===== src/rtl/s_mem_reader.sv =====
// s_mem_reader: streams the S-array RAM out over valid/ready with credit-based reads; SMEM_CHECK_EN adds identity-fill checking
module s_mem_reader #(
  parameter int ADDR_W = 8,
  parameter int DATA_W = 8,
  parameter int RD_LATENCY = 1
) (
  input  logic              clk,
  input  logic              reset,
  input  logic              start,
  output logic              busy,
  output logic              done,
  output logic [ADDR_W-1:0] address,
  output logic              rden,
  output logic              wren,
  input  logic [DATA_W-1:0] q,
  output logic [DATA_W-1:0] out_data,
  output logic [ADDR_W-1:0] out_addr,
  output logic              out_valid,
  input  logic              out_ready,
  output logic              out_last,
  output logic              mismatch,
  output logic [ADDR_W-1:0] err_addr
);
  typedef enum logic [1:0] {IDLE, ISSUE, DRAIN, DONE} state_t;
  state_t state;
  logic [ADDR_W:0] cnt;
  logic [RD_LATENCY-1:0] pv;
  logic [ADDR_W-1:0] pa [RD_LATENCY];
  logic [DATA_W-1:0] fd [4];
  logic [ADDR_W-1:0] fa [4];
  logic [1:0] wp, rp;
  logic [2:0] occ, infl;
  logic push, pop;
  assign infl = 3'($countones(pv));
  assign rden = state == ISSUE && (occ + infl) < 3'd4;
  assign wren = 1'b0;
  assign address = cnt[ADDR_W-1:0];
  assign busy = state != IDLE;
  assign done = state == DONE;
  assign push = pv[RD_LATENCY-1];
  assign out_valid = occ != 3'd0;
  assign pop = out_valid && out_ready;
  assign out_data = out_valid ? fd[rp] : '0;
  assign out_addr = out_valid ? fa[rp] : '0;
  assign out_last = out_valid && &out_addr;
  always_ff @(posedge clk) begin
    if (reset) begin
      state <= IDLE;
      cnt <= '0;
      pv <= '0;
      wp <= '0;
      rp <= '0;
      occ <= '0;
    end else begin
      pv <= (pv << 1) | RD_LATENCY'(rden);
      if (push) wp <= wp + 2'd1;
      if (pop) rp <= rp + 2'd1;
      occ <= occ + 3'(push) - 3'(pop);
      case (state)
        IDLE: if (start) state <= ISSUE;
        ISSUE: if (rden) begin
          cnt <= cnt + 1'b1;
          if (cnt == {1'b0, {ADDR_W{1'b1}}}) state <= DRAIN;
        end
        DRAIN: if (occ == 3'd0 && pv == '0) state <= DONE;
        default: begin
          state <= IDLE;
          cnt <= '0;
        end
      endcase
    end
  end
  // tag pipe and FIFO storage need no reset: pv and occ qualify every entry
  always_ff @(posedge clk) begin
    pa[0] <= address;
    for (int i = 1; i < RD_LATENCY; i++) pa[i] <= pa[i-1];
    if (push) begin
      fd[wp] <= q;
      fa[wp] <= pa[RD_LATENCY-1];
    end
  end
`ifdef SMEM_CHECK_EN
  always_ff @(posedge clk) begin
    if (reset || (state == IDLE && start)) begin
      mismatch <= 1'b0;
      err_addr <= '0;
    end else if (pop && !mismatch && out_data != out_addr[DATA_W-1:0]) begin
      mismatch <= 1'b1;
      err_addr <= out_addr;
    end
  end
`else
  assign mismatch = 1'b0;
  assign err_addr = '0;
`endif
endmodule


===== config.mk =====
export PLATFORM = sky130hd
export DESIGN_NAME = s_mem_reader
export DESIGN_NICKNAME = d
export VERILOG_FILES = /design/src/rtl/s_mem_reader.sv
export SDC_FILE = /design/constraint.sdc
export NUM_CORES = 1
export LEC_CHECK = 0
export ABC_AREA = 0
export BUFFER_PORTS_ARGS = -buffer_cell sky130_fd_sc_hd__buf_4
export CORE_MARGIN = 2
export CORE_UTILIZATION = 45
export DETAILED_ROUTE_END_ITERATION = 7
export PLACE_DENSITY_LB_ADDON = 0.08
export SYNTH_ARGS = -nofsm -noshare
export SYNTH_HDL_FRONTEND = slang
export SYNTH_SLANG_ARGS = --single-unit

===== constraint.sdc =====
create_clock -name clk -period 5.08 [get_ports clk]
set_input_delay 1.016 -clock clk [delete_from_list [all_inputs] [get_ports clk]]
set_output_delay 1.016 -clock clk [all_outputs]
set_load 0.05 [all_outputs]

== Word level (Yosys, flattened, before mapping) ==
Memory sizes are Yosys's and may differ from the RTL's. A register that Yosys moved wholly into a read port is not among the register bits.
Index checks and enable logic that the tools add are counted.
Word-level totals
  bits in registers: 19
  input bits: 12
  memories: 3
  memory bits (read-only): 0
  bits in writable memories: 72
  output and inout bits: 39
  bits in latches: 0
  logic and storage cells: 52
Memory list
  fa: depth 4, bits a word 8, rd ports 1, clocked after memory_dff 1, wr ports 1, RTL line 30  | logic [ADDR_W-1:0] fa [4];
  fd: depth 4, bits a word 8, rd ports 1, clocked after memory_dff 1, wr ports 1, RTL line 29  | logic [DATA_W-1:0] fd [4];
  pa: depth 1, bits a word 8, rd ports 1, clocked after memory_dff 0, wr ports 1, RTL line 28  | logic [ADDR_W-1:0] pa [RD_LATENCY];
Operators by class
  eq/ne operators: 8
  add/subtract/negate cells: 5
  multipliers: 0
  div/mod/pow operators: 0
  shift-type cells: 0
  mux-type cells: 15
  $lt $le $gt $ge: 1
  reduce and logical (&&, ||, !) cells: 12
  bitwise gates (word level): 2
Operator list (number)
  $pmux W9 S2: 1
  $mux W2: 8
  $mux W8: 2
  $add A9 B1 Y9 const B: 1
  $eq A9 B8 Y1 const B: 1
  $mux W9: 1
  $reduce_and A8 Y1: 1
  $ne A2 B2 Y1 const B: 3
  $pmux W2 S3: 1
  $add A2 B1 Y2 const B: 2
  $eq A2 B2 Y1 const B: 2
  $logic_and A1 B1 Y1: 4
  $reduce_and A4 Y1: 1
  $add A3 B1 Y3: 1
  $logic_not A3 Y1: 1
  $lt A3 B3 Y1 const B: 1
  $reduce_bool A3 Y1: 1
  $sub A3 B1 Y3: 1
  $eq A2 B1 Y1 const B: 1
  $logic_not A2 Y1: 1
  $mux W1: 2
  $ne A2 B1 Y1 const B: 1
  $not A1 Y1: 2
  $reduce_and A2 Y1: 1
  other kinds (2): 2

== Longest topological paths before layout ==
Gate-level depths: netlist (run 1).
  depth after elaboration: 5
  gate-level depth with buffers: 7
  mapped depth without buffers: 7

== Worst setup path before layout (run 1) ==
No wires, ideal clock.
  path kind: register -> output
  from: register with a tool-made name
  to: output out_last
  path slack: 2015 ps
  data arrival time: 2049 ps
  cell stages (with the launch flop): 6
  path buffers: 1
  data required time: 4064 ps
  cells stage by stage: dfxtp_1 -> buf_2 -> mux4_2 -> and2_1 -> nand4_1 -> nor2_1
RTL lines
  to (decl): RTL line 20  | output logic out_last,

==> results.toml, run 1 <==
[run_status]
status = "finished, final reports clean"

[sta]
min_period_over_period_pct = 60.31
fin_skew_ns = 0.01109
slew_violations = 0
slew_headroom_pct = 43.33
fmax_ghz = 0.3264
setup_viol_count_final = 0
hold_viol = 0
rsz0062_at_grt = "no"
post-route-min-period_ns = 3.064
tns_ns = 0
worstMarginPinSlew_ns = 0.8500
timing.hold.ws_ns = 0.4140

[worst_setup_path]
crit_arrival_ns = 2.05
path_depth = 5
cp_top_family = "flip-flops"
r2r-end = "cnt[5]$_SDFFE_PP0P_"
path_max_fanout = 16
r2r-start = "push$_SDFF_PP0_"
r2r_setup_slack_ns = 3.05
path_buf_inv = 1
endpoint = "out_last"
cp-end-kind = "output pin"
slowest_stage = "dfxtp_1"
crit_chain = "mux4_2 -> and2_1 -> nand4_1 -> nor2_1 -> buf_4"
reg2reg_depth = 6
slowest_delay_ns = 0.81
critical_path_class = "reg -> out"
cp-start-kind = "register"
cp.required_ns = 4.06

[pwr]
p_sw_share_pct = 38.08
clkPwrFrac_pct = 20.9
power_density_nw_per_um2 = 487.9
pwr-share-seq_pct = 43.1
peakVddDrop_v = 0.0003371
p_leak_nw = 1.548
combPwrFrac_pct = 36.1
p_int_mw = 1.294
switching_power_mw = 0.7957

[clock_network]
cts_tree = "done"
clk_path_buf_depth = 2
cts_buffers = 9
cts.root.buffer_cell = "clkbuf_8"
cts.reportedPaths.clkPinSlew_ns = 0.09
numClockSinks = 93
cts_resized = 0
cts_hold_buffers = 0
htree_levels = 3
cts_setup_buffers = 0
worstSkewPairLatency_ns = 0.35

[floorplanning]
die_w_um = 95.94
start_util_pct = 46.29
die_area_sq_um = 9204
core_region_area_sq_um = 8217
rows = 33
ios = 51
die_h_um = 95.94

[grt]
grt_start_max_net_pins = 21
grt_pass1_vias = 1861
antenna_found_initial = 0
grt-ovfl-total = 0
track_usage_pct = 13.93
grt_first_pass_wirelength_um = 9301

[logic_synthesis]
synthSimpleGateAreaFrac_pct = 8.750
synth_ff_type = "edfxtp_1"
muxShareOfSynthArea_pct = 10.00
synth.largest_area_cell = "edfxtp_1"
yosysWarnings = 0
synth_seq_cells = 93
synth-compound-area-share_pct = 2.829
synth_top_family_by_area = "multiplexers"
synth.top_cells.by_count = "edfxtp_1 (64), dfxtp_1 (29), and2_1 (21), buf_4 (19), nor2_1 (18)"
yosys-top-cells-area = "edfxtp_1 (51%), dfxtp_1 (15%), mux4_2 (9.5%)"
synth_edf_count = 64
syn_area_sq_um = 3804
synth_top_area_share_pct = 50.53
avgSynthCellArea_sq_um = 15.09
syn_inst = 252
yosys.area_share.adder_pct = 4.934
async_reset_ff_share_pct = 0
ys_types = 32
ys_seq_area_share_pct = 65.79
yosysMostFrequentCell = "edfxtp_1"
synth_xor_area_share_pct = 2.072

[placed_design]
dp_hpwl_um = 3992
place_area_sq_um = 4108
dp_cells = 382
port_buffers = 40
gp_congestion = 0.7026

[final_layout]
fin_nets = 315
nFillCells = 720
area_growth_pct = 12.60
final_layout_size_suffix_gt1_share_pct = 24.91
fin_area_sq_um = 4283
multi_input_area_sq_um = 1125
n_antenna_cell = 0
seqCellArea_sq_um = 2502
final_cells = 398

[job]
maxCapViolCount = 0

[detailed_routing]
via_per_inst = 4.982
wl_met3_um = 166
drt_first_pass_iters = 4
wl_per_cell_um = 14.90
wl_met1_um = 2808
wirelength_um = 5931
drc = 0
ant_nets = 0
vias = 1983
route.met2.wl_um = 2836
dr.max_layer_used = "met4"
drtIter0Drc = 59

[hold_path]
hold_class = "reg -> reg"
[sequential cells by signal (all words and copies together), names as in the netlist, 2 cells and up, named ones only]
signal	count
pa	8
occ	3
fd	32
state	2
rp	2
fa	32
wp	2
cnt	9
[power groups by stage]
stage,Clock [mW],Combinational (mW),Sequential (mW)
2_1_floorplan,0,0.590,0.903
3_3_place_gp,0,0.761,0.917
3_5_place_dp,0,0.763,0.919
4_1_cts,0.450,0.764,0.901
5_1_grt,0.477,0.818,0.908
6_report,0.436,0.754,0.900
[logic make-up (layout without fill, tap and decap cells)]
kind of cell / count (synthesis) / count (layout)
flops: 93 / 93
buf+inv: 36 / 68
xor+xnor: 9 / 9
simple gates: 63 / 63
compound gates: 17 / 17
mux: 18 / 18
other cells: 1 / 10
fa+ha+maj: 15 / 15
[cell usage in the layout, fill, tap and decap left out]
master / n
o21a_1: 1
inv_1: 11
clkinv_4: 2
nand3_1: 5
nand2_1: 5
conb_1: 10
ha_1: 15
and2_1: 21
nor4_1: 2
inv_6: 2
clkbuf_1: 1
mux4_2: 16
clkinvlp_4: 1
dfxtp_1: 29
o31ai_1: 4
edfxtp_1: 64
buf_4: 41
mux2i_1: 2
a211oi_1: 1
a2111oi_1: 1
a21oi_1: 7
nor3_1: 2
o21ai_0: 1
clkbuf_8: 9
xnor2_1: 6
nor2_1: 18
o211ai_1: 1
clkinv_2: 1
xor2_1: 3
or3_1: 2
o21ai_1: 1
or2_2: 1
nand4_1: 3
or4_1: 4
[worst register-to-register path, delay by kind of cell, from the launching register on]
family,cells,cell delay (ns)
flops,1,0.39
fa+ha+maj,2,0.43
xor+xnor,1,0.24
simple gates,1,0.52
compound gates,2,0.38
[layer usage]
metal	vias up	GRT usage, %
met5	-	0
met4	0	6.786
met3	12	2.349
met2	39	22.26
met1	965	18.55
li1	967	-
[through the flow]
stage                     power [mW]  setup slack (ns)  util (%)
after detailed placement       1.682             2.329     49.99
after floorplan                1.494             2.015         -
after global routing           2.202             1.841     52.12
after CTS                      2.115             1.933     52.12
final                          2.089             2.016     52.12
after global placement         1.678             2.342     49.99
[cell type report]
class                           count  area share, %
Sequential cell                    93          58.43
Clock inverter                      6          1.110
Multi-Input combinational cell    132          26.26
Clock buffer                       10          2.980
Tap cell                          105          3.067
Inverter                           11         0.9641
Timing Repair Buffer               41          7.187
[worst min-delay path by stage]
stage | startpoint | endpoint | slack (ns) | cells after the start
after floorplan | cnt[6]$_SDFFE_PP0P_ | pa[0][6]$_DFF_P_ | 0.37 | 0
after global placement | cnt[6]$_SDFFE_PP0P_ | pa[0][6]$_DFF_P_ | 0.40 | 0
after detailed placement | cnt[6]$_SDFFE_PP0P_ | pa[0][6]$_DFF_P_ | 0.41 | 0
after CTS | cnt[6]$_SDFFE_PP0P_ | pa[0][6]$_DFF_P_ | 0.42 | 0
after global routing | cnt[1]$_SDFFE_PP0P_ | pa[0][1]$_DFF_P_ | 0.43 | 0
final | cnt[1]$_SDFFE_PP0P_ | pa[0][1]$_DFF_P_ | 0.41 | 0
No activity file was read; power rests on OpenSTA's default activity.
==> run 2: changes to the inputs <==
Settings changed: ABC_AREA 0 to 1.
Clock period 5.08 ns to 2.7 ns, I/O delays scaled along.
==> run 2 against run 1 <==
Compared with the run above:
- first-iteration DRC count rose by 22%
- sequential cell count stayed put
- wire length rose by 22%
- core utilization decreased by 0.26 points
- area after synthesis increased by 5.9%
- critical endpoint unchanged
- largest cell class unchanged
- highest routed layer unchanged
==> results.toml, run 2 <==
[run_status]
status = "finished, final reports clean"

[sta]
slew_violations = 0
fin_skew_ns = 0.007864
setup_ws_ns = 0.2452
hold_viol = 0
rsz0062_at_grt = "no"
min_period_over_period_pct = 90.92
fmax_ghz = 0.4074
worstMarginPinSlew_ns = 0.7978
slew_headroom_pct = 46.76
tns_ns = 0
post-route-min-period_ns = 2.455
timing.hold.ws_ns = 0.3799
setup_viol_count_final = 0

[worst_setup_path]
slowest_stage = "dfxtp_1"
reg2reg_depth = 12
path_buf_inv = 2
slowest_delay_ns = 0.54
cp_top_family = "simple AND/OR/NAND/NOR gates"
critical_path_class = "reg -> out"
r2r-start = "cnt[0]$_SDFFE_PP0P_"
crit_arrival_ns = 1.91
r2r-end = "state[0]$_SDFFE_PP0P_"
cp.required_ns = 2.16
path_max_fanout = 12
cp-start-kind = "register"
crit_chain = "buf_4 -> nand2_1 -> nand3_1 -> nand3_1 -> nor2_1 -> nand2_1 -> nor2_2 -> buf_4"
r2r_setup_slack_ns = 0.71
cp-end-kind = "output pin"

[clock_network]
cts_tree = "done"
cts.root.buffer_cell = "clkbuf_8"
htree_levels = 3
clk_path_buf_depth = 2
cts.reportedPaths.clkPinSlew_ns = 0.09
cts_hold_buffers = 0
numClockSinks = 93
cts_buffers = 9
cts_resized = 0
worstSkewPairLatency_ns = 0.35
cts_setup_buffers = 0

[pwr]
p_sw_share_pct = 42.93
combPwrFrac_pct = 42.2
peakVddDrop_v = 0.0005804
p_leak_nw = 1.893
clkPwrFrac_pct = 21.2
pwr-share-seq_pct = 36.6
switching_power_mw = 2.031
power_density_nw_per_um2 = 1051
p_int_mw = 2.700

[detailed_routing]
via_per_inst = 4.715
wirelength_um = 7254
ant_nets = 0
drc = 0
drt_first_pass_iters = 5
vias = 2565
wl_per_cell_um = 13.33
drtIter0Drc = 72

[logic_synthesis]
synth.largest_area_cell = "edfxtp_1"
avgSynthCellArea_sq_um = 10.09
async_reset_ff_share_pct = 0
yosys-top-cells-area = "edfxtp_1 (48%), dfxtp_1 (14%), nand2_1 (7.0%)"
synth_top_area_share_pct = 47.73
yosysWarnings = 0
yosysMostFrequentCell = "nand2_1"
ys_seq_area_share_pct = 62.15
synth.top_cells.by_count = "nand2_1 (75), nor2_1 (65), edfxtp_1 (64), inv_1 (39), dfxtp_1 (29)"
ys_types = 25
synth_seq_cells = 93
syn_area_sq_um = 4026
syn_inst = 399
synth_ff_type = "edfxtp_1"
synth_edf_count = 64

[grt]
track_usage_pct = 15.97
grt_first_pass_wirelength_um = 11960
grt_start_max_net_pins = 33
antenna_found_initial = 0
grt-ovfl-total = 0
grt_pass1_vias = 2405

[hold_path]
hp-start = "cnt[7]$_SDFFE_PP0P_"
hold_class = "reg -> reg"
hold_path_depth = 0
holdPathEnd = "pa[0][7]$_DFF_P_"

[final_layout]
fin_nets = 458
area_growth_pct = 11.78
reg.largest.list = "fa: 32 flops, fd: 32 flops, cnt: 9 flops"
multi_input_area_sq_um = 1159
fin_util_pct = 51.86
mostFrequentLayoutCells = "nand2_1 (75), nor2_1 (65), edfxtp_1 (64)"
seqCellArea_sq_um = 2502
final_common_cell = "nand2_1"
nFillCells = 803
fin_area_sq_um = 4501
final_layout_size_suffix_gt1_share_pct = 15.14
n_antenna_cell = 0

[floorplanning]
start_util_pct = 46.40
core_region_area_sq_um = 8678
ios = 51
die_h_um = 98.59
rows = 34
die_w_um = 98.59
die_area_sq_um = 9720

[job]
maxCapViolCount = 0

[placed_design]
pre_cts_slack_ns = 0.6152
gp_congestion = 0.7457
place_area_sq_um = 4282
dp_hpwl_um = 4832
port_buffers = 40
run 2: cell types whose count changed in the layout (fill, tap and decap cells not counted), sizes merged, moves of 16 or more:
cell and change:
mux4 -16, and2 -21, nand2 +71, inv +31, nor2 +49, o21ai +23
nand3 +16
run 2: metrics by stage:
stage	power (mW)	instances
3_3_place_gp	3.772	528
3_5_place_dp	3.785	528
2_1_floorplan	3.311	408
6_report	4.730	544
4_1_cts	4.779	544
5_1_grt	5.032	544
run 2: how the worst max path moves through the flow:
stage | from | endpoint | slack (ns) | cells after the start
floorplan | occ[1]$_SDFF_PP0_ | out_last | 0.13 | 6
global placement | occ[1]$_SDFF_PP0_ | out_last | 0.62 | 7
detailed placement | register | out_last | 0.62 | 8
CTS | register | out_last | 0.21 | 8
global route | register | out_last | 0.06 | 8
finish | register | out_last | 0.25 | 8
run 2: worst register-to-register path: cells and delay by family, from the launching register on:
kind	cells	cell delay, ns
DFF	1	0.44
adders and majority gates	2	0.40
AOI/OAI and AO/OA	1	0.07
and+or+nand+nor	7	0.85
buffers and inverters	2	0.14
run 2: cell families (layout without fill, tap and decap cells):
logic type | count (synthesis) | after routing | synth area share, %
AO/OA/AOI/OAI | 45 | 45 | 5.687
adder cells (fa/ha/maj) | 15 | 15 | 4.661
buffers and inverters | 73 | 101 | 9.913
flip-flops | 93 | 93 | 62.15
other | 1 | 10 | 0.09314
AND/OR/NAND/NOR | 172 | 172 | 17.50
run 2: routing by layer:
layer / part of all wire, % / routed length (um) / track usage (%)
met1: 45 / 3287 / 20.39
met2: 49 / 3534 / 26.43
met3: 4.8 / 345 / 3.688
met4: 1.2 / 88 / 6.428
met5: 0 / 0 / 0
run 2: area by class of cell:
cell class | instances | share of cell area [%]
Multi-Input combinational cell | 242 | 25.74
Clock buffer | 9 | 2.752
Tap cell | 108 | 3.003
Clock inverter | 7 | 2.113
Inverter | 42 | 3.614
Timing Repair Buffer | 43 | 7.173
Sequential cell | 93 | 55.60
run 2: power groups by stage:
| stage | clock (mW) | combinational [mW] | sequential (mW) |
|---|---|---|---|
| floorplan | 0 | 1.58 | 1.73 |
| global placement | 0 | 2.01 | 1.76 |
| detailed placement | 0 | 2.02 | 1.77 |
| CTS | 1.02 | 2.02 | 1.73 |
| global route | 1.08 | 2.20 | 1.75 |
| finish | 1.00 | 2.00 | 1.73 |
